### config.mk
export PLATFORM = sky130hd
export DESIGN_NAME = cw_exp_mq
export DESIGN_NICKNAME = d
export VERILOG_FILES = /design/src/rtl/cw_exp_mq.sv
export SDC_FILE = /design/constraint.sdc
export NUM_CORES = 1
export LEC_CHECK = 0
export BUFFER_PORTS_ARGS = -buffer_cell sky130_fd_sc_hd__buf_4
export CAP_MARGIN = 10
export CORE_AREA = 2 2 101 103
export DETAILED_ROUTE_END_ITERATION = 8
export DIE_AREA = 0 0 103 105
export PLACE_DENSITY = 0.67
export SYNTH_ARGS = -nofsm -noshare
export SYNTH_HDL_FRONTEND = slang
export SYNTH_SLANG_ARGS = --single-unit
### constraint.sdc
create_clock -name clk -period 2.23 [get_ports clk]
set_input_delay 0.446 -clock clk [delete_from_list [all_inputs] [get_ports clk]]
set_output_delay 0.446 -clock clk [all_outputs]
set_load 0.02 [all_outputs]
### src/rtl/cw_exp_mq.sv
// cw_exp_mq: per-queue CW exponent and retry tracking with LFSR backoff.
// Optional macro CW_EXP_RETRY_LIMIT_EN adds retry_limit auto-drop.
module cw_exp_mq #(
  parameter int          NUM_QUEUE  = 4,
  parameter int          CW_EXP_MAX = 10,
  parameter int          RETRY_W    = 4,
  parameter logic [15:0] LFSR_SEED  = 16'hACE1,
  localparam int         QW         = $clog2(NUM_QUEUE)
) (
  input  logic                         clk,
  input  logic                         rst,
  input  logic [4*NUM_QUEUE-1:0]       cw_exp_min,
  input  logic [4*NUM_QUEUE-1:0]       cw_exp_max,
  input  logic                         tx_try_complete,
  input  logic [QW-1:0]                tx_try_complete_qidx,
  input  logic                         start_retrans,
  input  logic [QW-1:0]                start_retrans_qidx,
`ifdef CW_EXP_RETRY_LIMIT_EN
  input  logic [RETRY_W-1:0]           retry_limit,
`endif
  input  logic                         bo_req,
  input  logic [QW-1:0]                bo_qidx,
  output logic [4*NUM_QUEUE-1:0]       cw_exp,
  output logic [RETRY_W*NUM_QUEUE-1:0] retry_cnt,
  output logic [NUM_QUEUE-1:0]         retry_limit_hit,
  output logic                         bo_valid,
  output logic [15:0]                  bo_value
);

  localparam logic [3:0] CAP = 4'(CW_EXP_MAX);

  for (genvar q = 0; q < NUM_QUEUE; q++) begin : g_q
    logic [3:0]         mx;
    logic [3:0]         mn;
    logic [3:0]         emax;
    logic [3:0]         emin;
    logic [3:0]         cw_q;
    logic [RETRY_W-1:0] rc_q;
    logic               hit_q;
    logic               cmp;
    logic               rtx;
    logic               lim;

    assign mx   = cw_exp_max[4*q +: 4];
    assign mn   = cw_exp_min[4*q +: 4];
    assign emax = (mx > CAP) ? CAP : mx;
    assign emin = (mn > emax) ? emax : mn;

    // Out-of-range indices never match any q, so they are ignored.
    assign cmp = tx_try_complete &&
                 (tx_try_complete_qidx == QW'(q));
    assign rtx = start_retrans &&
                 (start_retrans_qidx == QW'(q));

`ifdef CW_EXP_RETRY_LIMIT_EN
    logic [RETRY_W:0] rc_inc;
    assign rc_inc = {1'b0, rc_q} + (RETRY_W+1)'(1);
    assign lim = (retry_limit != '0) &&
                 (rc_inc >= {1'b0, retry_limit});
`else
    assign lim = 1'b0;
`endif

    always_ff @(posedge clk) begin
      if (rst) begin
        cw_q  <= emin;
        rc_q  <= '0;
        hit_q <= 1'b0;
      end else begin
        hit_q <= 1'b0;
        if (cmp) begin
          cw_q <= emin;
          rc_q <= '0;
        end else if (rtx) begin
          if (lim) begin
            cw_q  <= emin;
            rc_q  <= '0;
            hit_q <= 1'b1;
          end else begin
            if (cw_q > emax) begin
              cw_q <= emax;
            end else if (cw_q < emax) begin
              cw_q <= cw_q + 4'd1;
            end
            if (rc_q != '1) begin
              rc_q <= rc_q + RETRY_W'(1);
            end
          end
        end
      end
    end

    assign cw_exp[4*q +: 4]          = cw_q;
    assign retry_cnt[RETRY_W*q +: RETRY_W] = rc_q;
`ifdef CW_EXP_RETRY_LIMIT_EN
    assign retry_limit_hit[q] = hit_q;
`else
    assign retry_limit_hit[q] = 1'b0;
`endif
  end

  logic [15:0] lfsr;
  logic        fb;
  logic [3:0]  bo_cw;
  logic        bo_ok;
  logic [15:0] bo_mask;

  assign fb = lfsr[15] ^ lfsr[13] ^ lfsr[12] ^ lfsr[10];

  always_comb begin
    bo_cw = '0;
    bo_ok = 1'b0;
    for (int q = 0; q < NUM_QUEUE; q++) begin
      if (bo_qidx == QW'(q)) begin
        bo_cw = cw_exp[4*q +: 4];
        bo_ok = 1'b1;
      end
    end
  end

  assign bo_mask = ~(16'hFFFF << bo_cw);

  always_ff @(posedge clk) begin
    if (rst) begin
      lfsr     <= LFSR_SEED;
      bo_valid <= 1'b0;
      bo_value <= '0;
    end else begin
      lfsr     <= {lfsr[14:0], fb};
      bo_valid <= bo_req;
      if (bo_req) begin
        bo_value <= bo_ok ? (lfsr & bo_mask) : 16'h0;
      end
    end
  end

endmodule

# Word level (Yosys, flattened, before mapping)
# Cells that the tools add are included.
[op_classes]
addsub = 8
bitwise_logic = 5
eq_ne = 13
n_lt_le_gt_ge = 16
muxes = 37
shifts = 1
n_reduce_logical = 31
[ops]
columns = ["operator", "count"]
rows = [
  ["4-bit two-way mux", 32],
  ["4-bit by 1-bit adder with 4-bit output, second input constant", 8],
  ["4-bit > comparator", 8],
  ["16-bit AND", 1],
  ["4-bit > comparator, second input constant", 4],
  ["4-bit < comparator", 4],
  ["16-bit two-way mux", 1],
  ["4-bit != test, second input constant", 4],
  ["16-bit inverter", 1],
  ["2-bit AND reduction", 8],
  ["4-bit nonzero test", 4],
  ["16-bit by 4-bit left shift with 16-bit output, first input constant", 1],
  ["2-bit equality test, second input constant", 6],
  ["3-bit nonzero test", 4],
  ["1-bit logical AND", 8],
  ["2-bit OR reduction", 4],
  ["2-bit by 1-bit equality test with 1-bit output, second input constant", 3],
  ["2-bit zero test", 3],
  ["1-bit two-way mux", 4],
  ["1-bit bitwise XOR", 3],
]
[word_totals]
word_cells = 122
out_inout_bits = 53
ff_bits = 65
in_bits = 43

# Longest topological paths before layout
# Gate-level depths: netlist of run 1.
[logic_depth]
word_depth = 9
mapped_depth = 8
ltp_nobuf = 8

# Worst setup path after synthesis of run 1
# No wires, ideal clock.
[synth_path]
kind = "input-to-reg"
startpoint = "input cw_exp_max[15]"
endpoint = "register g_q[3].cw_q[0] (data pin)"
t_required_ns = 1.972
path_slack_ns = -0.053
arrival_time_ns = 2.025
path_buffers = 0
cell_stages = 8
setup_time_ns = 0.258
path_cell_list = "inv_1 > nand2_1 > ha_1 > and3b_1 > o21a_1 > o31a_1 > or2_4 > o221a_2"
[synth_between]
elab_chain_len = 7
[synth_rtl]
columns = ["item", "line", "rtl"]
rows = [
  ["start, declared", "13", "input logic [4*NUM_QUEUE-1:0] cw_exp_max,"],
  ["4-bit > comparator", "46", "assign emax = (mx > CAP) ? CAP : mx;"],
  ["4-bit two-way mux (*)", "46", ""],
  ["4-bit > comparator", "80", "if (cw_q > emax) begin"],
  ["4-bit two-way mux", "80", ""],
  ["4-bit two-way mux", "74", "end else if (rtx) begin"],
  ["4-bit two-way mux", "71", "if (cmp) begin"],
  ["4-bit two-way mux (*)", "65", "if (rst) begin"],
  ["end signal, assigned", "66", "cw_q <= emin;"],
  ["end signal, assigned", "72", "cw_q <= emin;"],
  ["end signal, assigned", "81", "cw_q <= emax;"],
  ["end, declared", "37", "logic [3:0] cw_q;"],
]
# Mark *: on every way between the ends. The rest lies on a longest branch, timed or not. The select of a mux whose other input is x is not followed.
# A chain may end at the register's enable or synchronous reset.

# Worst setup path after layout of run 1
[layout_path]
startpoint = "input cw_exp_max[6]"
endpoint = "register g_q[1].cw_q[3] (data pin)"
[layout_between]
elab_chain_len = 7
[layout_rtl]
columns = ["item", "line"]
rows = [
  ["4-bit > comparator", "46"],
  ["4-bit two-way mux (*)", "46"],
  ["4-bit > comparator", "80"],
  ["4-bit two-way mux", "80"],
  ["4-bit two-way mux", "74"],
  ["4-bit two-way mux", "71"],
  ["4-bit two-way mux (*)", "65"],
  ["end signal, assigned", "66"],
  ["end signal, assigned", "72"],
  ["end signal, assigned", "81"],
  ["end, declared", "37"],
]
# Marked as above.

==> results.ini, run 1 <==
[outcome]
status=complete, no violations

[yosys]
synth_cells=410
yosys_warnings=0
synth.distinct_cells=64
synth.avg_cell_area_um2=9.72
synth_area_um2=3980
ys_seq_elements=64
ys_seq_area_share_pct=36.2
synth_flop_cell=dfxtp_1
async_flop_share_pct=0
synth_edf_count=16

[grt]
grt_max_degree=34
grt_pass1_vias=3598
antenna_found_initial=0
grtUsageTotal_pct=19.5
grt_overflow_total=0
grt_pass1_wl_um=16900

[die]
core-area_um2=9640
rows=36
io_pins=96
dieArea_um2=10800
die_w_um=103
start_util_pct=41.3
die_y_um=105

[placed_design]
pre_cts_ws_ns=-0.180
portBuffers=90
place.gp.congestion=0.877
hpwl_um=8120

[clocking]
clkTransAtPathRegs_ns=0.08
cts_hold_buf=0
cts_tree=done
ctsRootBufferMaster=clkbuf_8
cts_max_path_buffers=2
clk_latency_ns=0.34
clock-sinks=64
post_cts_buffers=0
numCtsBuffers=9
h-tree-depth=3
cts_resized=0

[pwr]
seqPwrFrac_pct=35.0
powerDensity_nw_per_um2=753
power_switching_w=0.00139
p_sw_share_pct=34.3
p_int_w=0.00266
leakagePower_nw=2.36
power_w=0.00406
pwr-share-comb_pct=37.6
ir_drop_mv=0.291
pwr-share-clk_pct=27.4

[sta]
rsz0062_at_grt=false
slew_violations=0
clock_skew_ns=0.00831
hold_slack_ns=0.440
relSlewSlack_pct=59.2
fin_crit_sh_pct=91.9
fin_crit_ns=2.05
fmax_ghz=0.488
fin_ws_ns=0.180
finalHoldViolations=0
worst_pin_slew_ns=0.605
finalSetupViolations=0

[drt]
drtIter0Drc=128
maxUsedRoutingLayer=met4
m1WireLength_um=4550
wl_met3_um=518
wl_per_cell_um=14.8
postRouteAntennaNets=0
wl_met2_um=4940
via_per_inst=5.31
drt-total-wl_um=10200
num_vias=3661
drc=0
first_pass_iters=4

[critical_path]
reg2reg_to=g_q[2].cw_q[2]
crit_required_ns=2.33
critical_path_class=in -> reg
rr_worst_depth=6
r2r_start=g_q[2].cw_q[2]
cp_max_fo=6
crit_path_end_kind=flop
arrival_ns=2.15
start_kind=input pin
setup.worst_path.start=cw_exp_max[6]
crit_path_end=g_q[1].cw_q[3]
ff2ff_setup_slack_ns=0.24

[layout]
diodes=0
drive_gt1_share_pct=34.9
nets=626
synthToLayoutAreaGrowth_pct=35.2

[job]
drv_cap=0

[hold_path]
hold_class=in -> reg

## worst max-delay path, cell delays in order
cell and delay [ns]:
buf_4 0.12, o21ai_0 0.13, and2_1 0.21, ha_1 0.26, nor2_1 0.12, maj3_2 0.24
a22oi_4 0.10, mux2_2 0.29, o221a_2 0.24
## cell families after synthesis
family          Yosys count  share of synthesized area, %
compound gates          106                          21.2
xor+xnor                 24                          5.28
fa+ha+maj                34                          10.6
buf+inv                  32                          3.55
flops                    64                          36.2
mux                      20                          6.31
other cells               1                        0.0941
simple gates            129                          16.8
## synth_stat cells, types with 4 or more instances
cell type | n | share of area [%]
nor3_1 | 4 | 0.50
a21o_1 | 7 | 1.3
xor2_1 | 14 | 3.1
o2111ai_1 | 6 | 1.3
a211oi_1 | 5 | 0.94
xnor2_1 | 10 | 2.2
mux2i_1 | 15 | 3.8
or2_2 | 8 | 1.3
o21ai_0 | 11 | 1.4
o211ai_1 | 5 | 0.94
nor2_1 | 31 | 2.9
o221a_2 | 5 | 1.4
ha_1 | 32 | 10
a21oi_1 | 18 | 2.3
nor2b_1 | 10 | 1.6
a21oi_2 | 4 | 0.88
a221oi_1 | 6 | 1.3
nand4_1 | 8 | 1.3
a31oi_1 | 7 | 1.1
nand2_1 | 25 | 2.4
and2_1 | 8 | 1.3
clkbuf_1 | 7 | 0.66
mux4_2 | 4 | 2.3
buf_4 | 5 | 0.94
edfxtp_1 | 16 | 12
inv_1 | 18 | 1.7
nand3_1 | 15 | 1.9
dfxtp_1 | 48 | 24
## power by group through the flow
stage	combinational, W	sequential, W	clock (W)
5_1_grt	0.00168	0.00143	0.00119
3_5_place_dp	0.00152	0.00145	0
4_1_cts	0.00153	0.00142	0.00114
6_report	0.00152	0.00142	0.00111
3_3_place_gp	0.00149	0.00145	0
2_1_floorplan	0.000789	0.00158	0
## state kept, by name (all words and copies together) (netlist names)
signal    cells
bo_valid      1
bo_value     15
g_q.cw_q     16
g_q.rc_q     16
lfsr         16
## metal layers
metal,global-route usage (%),vias up
li1,-,1816
met1,25.3,1720
met2,32.3,106
met3,3.81,19
met4,6.30,0
met5,0,-
## per-stage QoR
stage | utilization (%) | instance area, µm² | setup TNS, ns | instances
global route | 55.9 | 5390 | 0 | 689
CTS | 55.9 | 5390 | 0 | 689
global placement | 53.6 | 5160 | -1.22 | 673
floorplan | - | 4020 | 0 | 414
finish | 55.9 | 5390 | 0 | 689
detailed placement | 53.6 | 5160 | -1.90 | 673
## cell usage in the layout (no fill, tap or decap), types with 9 or more instances in the layout
master and instances:
xor2_1 14, dfxtp_1 48, inv_1 18, mux2i_1 15
clkbuf_8 9, nor2_1 31, buf_4 140, nand3_1 15
xnor2_1 10, edfxtp_1 16, o21ai_0 11, a21oi_1 18
ha_1 30, nand2_1 25, nor2b_1 10
## area by class of cell
type                       instances  area [µm²]
tap                              133         166
multi-input combinational        318        2440
clock buffer                      10         149
sequential                        64        1440
inverter                          18        67.6
timing repair buffer             140        1050
clock inverter                     6        73.8
fill                             903        4250
## how the worst min path moves through the flow
stage	startpoint	end	cells after the start
after floorplan	lfsr[6]	lfsr[7]	1
after global placement	lfsr[5]	lfsr[6]	1
after detailed placement	lfsr[5]	lfsr[6]	1
after CTS	bo_req	bo_value[5]	3
after global routing	bo_req	bo_value[7]	3
final	bo_req	bo_value[5]	3
No activity file was read; power rests on OpenSTA's default activity.
==> run 2, diff against run 1 <==
--- a/config.mk
+++ b/config.mk
@@ -8,9 +8,11 @@
 export BUFFER_PORTS_ARGS = -buffer_cell sky130_fd_sc_hd__buf_4
 export CAP_MARGIN = 10
 export CORE_AREA = 2 2 101 103
+export CTS_BUF_LIST = sky130_fd_sc_hd__clkbuf_8
 export DETAILED_ROUTE_END_ITERATION = 8
 export DIE_AREA = 0 0 103 105
 export PLACE_DENSITY = 0.67
+export SLEW_MARGIN = 0
 export SYNTH_ARGS = -nofsm -noshare
 export SYNTH_HDL_FRONTEND = slang
 export SYNTH_SLANG_ARGS = --single-unit
==> run 2 against run 1 <==
Net effect:
- critical path depth unchanged
- global-route usage unchanged
- count of clock-buffer cells in the layout decreased by 1
- clock power increased by 4%
- first-iteration DRC count unchanged
- combinational power about the same
==> results.ini, run 2 (synthesis results as in run 1) <==
[die]
rows=36  ; unchanged
core-area_um2=9640  ; unchanged
die_w_um=103  ; unchanged
io_pins=96  ; unchanged
die_y_um=105  ; unchanged
dieArea_um2=10800  ; unchanged
start_util_pct=41.3  ; unchanged

[drt]
wl_per_cell_um=14.8  ; about the same
via_per_inst=5.32  ; was 5.31
drtIter0Drc=128  ; unchanged
drt-total-wl_um=10200  ; about the same
num_vias=3666  ; was 3661
drc=0  ; unchanged
first_pass_iters=4  ; unchanged
postRouteAntennaNets=0  ; unchanged

[pwr]
pwr-share-clk_pct=28.2  ; was 27.4%
power_switching_w=0.00139  ; about the same
powerDensity_nw_per_um2=760  ; was 753 nW/µm²
leakagePower_nw=2.36  ; about the same
seqPwrFrac_pct=34.6  ; was 35.0%
p_sw_share_pct=33.9  ; was 34.3%
p_int_w=0.00271  ; was 0.00266 W
pwr-share-comb_pct=37.2  ; was 37.6%
ir_drop_mv=0.291  ; unchanged

[critical_path]
critical_path_class=in -> reg  ; unchanged
cp_max_fo=6  ; unchanged
critPathTopFamily=adder cells  ; unchanged
worstPathCellList=buf_4 -> o21ai_0 -> and2_1 -> ha_1 -> nor2_1 -> maj3_2 -> a22oi_4 -> mux2_2 -> o221a_2  ; unchanged
cp_slowest_cell=mux2_2  ; unchanged
arrival_ns=2.15  ; about the same
start_kind=input pin  ; unchanged
critPathBufInv=1  ; unchanged
rr_worst_depth=6  ; unchanged
crit_path_end_kind=flop  ; unchanged
cp_num_cells=9  ; unchanged
crit_required_ns=2.33  ; about the same
max_stage_delay_ns=0.29  ; about the same

[sta]
slew_violations=0  ; unchanged
finalSetupViolations=0  ; unchanged
fmax_ghz=0.488  ; unchanged
fin_crit_sh_pct=91.9  ; about the same
worst_pin_slew_ns=0.618  ; was 0.605 ns
tns_ns=0  ; unchanged
relSlewSlack_pct=58.4  ; was 59.2%
clock_skew_ns=0.00823  ; was 0.00831 ns
fin_ws_ns=0.180  ; about the same
rsz0062_at_grt=false  ; unchanged
finalHoldViolations=0  ; unchanged
fin_crit_ns=2.05  ; about the same

[clocking]
post_cts_buffers=0  ; unchanged
cts_tree=done  ; unchanged
numCtsBuffers=9  ; unchanged
clock-sinks=64  ; unchanged
clkTransAtPathRegs_ns=0.08  ; about the same
cts_max_path_buffers=2  ; unchanged
cts_hold_buf=0  ; unchanged
cts_resized=0  ; unchanged
clk_latency_ns=0.34  ; about the same
ctsRootBufferMaster=clkbuf_8  ; unchanged
h-tree-depth=3  ; unchanged

[hold_path]
min_path_cells=3  ; unchanged
hold_class=in -> reg  ; unchanged

[layout]
final_cell_mix=buf_4 (140), dfxtp_1 (48), nor2_1 (31), ha_1 (30), nand2_1 (25)  ; unchanged
synthToLayoutAreaGrowth_pct=35.3  ; was 35.2%
top_regs=g_q.cw_q: 16 flops, g_q.rc_q: 16 flops, lfsr: 16 flops  ; unchanged
layout_commonest_cell=buf_4  ; unchanged
final.fill_count=902  ; was 903
regArea_um2=1440  ; unchanged
diodes=0  ; unchanged
multi_input_area_um2=2440  ; unchanged
drive_gt1_share_pct=34.9  ; unchanged
nets=626  ; unchanged

[grt]
grt_max_degree=34  ; unchanged
antenna_found_initial=0  ; unchanged
grtUsageTotal_pct=19.5  ; unchanged
grt_pass1_vias=3598  ; unchanged
grt_pass1_wl_um=16900  ; unchanged
grt_overflow_total=0  ; unchanged

[placed_design]
pre_cts_ws_ns=-0.180  ; unchanged
place.gp.congestion=0.877  ; unchanged
hpwl_um=8120  ; unchanged
portBuffers=90  ; unchanged

[job]
drv_cap=0  ; unchanged

[outcome]
status=complete, no violations  ; unchanged

==> run 2: power groups by stage <==
stage	clock, W	sequential, W	combinational (W)
final	0.00115	0.00142	0.00152
after global routing	0.00124	0.00143	0.00168
after CTS	0.00119	0.00142	0.00153
after detailed placement	0	0.00145	0.00152
after global placement	0	0.00145	0.00149
after floorplan	0	0.00158	0.000789
==> run 2: final timing paths <==
check / from / slack [ns] / to
max reg2reg: g_q[2].cw_q[2] / 0.24 / g_q[2].cw_q[2]
min: bo_req / 0.44 / bo_value[5]
max: cw_exp_max[6] / 0.18 / g_q[1].cw_q[3]
min reg2reg: lfsr[5] / 0.45 / lfsr[6]
==> run 2: worst reg2reg max path: stages (launching register included) <==
cell and delay [ns]:
edfxtp_1 0.51, ha_1 0.36, nand3_1 0.12, a21oi_1 0.05, o211a_1 0.26, and2_1 0.19
a221oi_1 0.31
==> run 2: cell type report <==
class	count	area share [%]
Multi-Input combinational cell	318	45.2
Timing Repair Buffer	140	19.5
Inverter	18	1.25
Sequential cell	64	26.7
Clock inverter	7	1.93
Clock buffer	9	2.30
Tap cell	133	3.09
==> run 2: metrics by stage <==
stage	hold WS, ns	area, µm²	power (W)	instances	utilization (%)
6_report	0.440	5390	0.00410	689	55.9
5_1_grt	0.444	5390	0.00435	689	55.9
4_1_cts	0.423	5390	0.00414	689	55.9
3_5_place_dp	0.434	5160	0.00297	673	53.6
3_3_place_gp	0.423	5160	0.00294	673	53.6
2_1_floorplan	0.414	4020	0.00237	414	-
==> run 2: routing by layer <==
metal	vias to the layer above	wire length, µm	GRT usage [%]
met5	-	0	0
met4	0	213	6.30
met3	19	537	3.81
met2	109	4940	32.3
met1	1722	4530	25.3
li1	1816	-	-
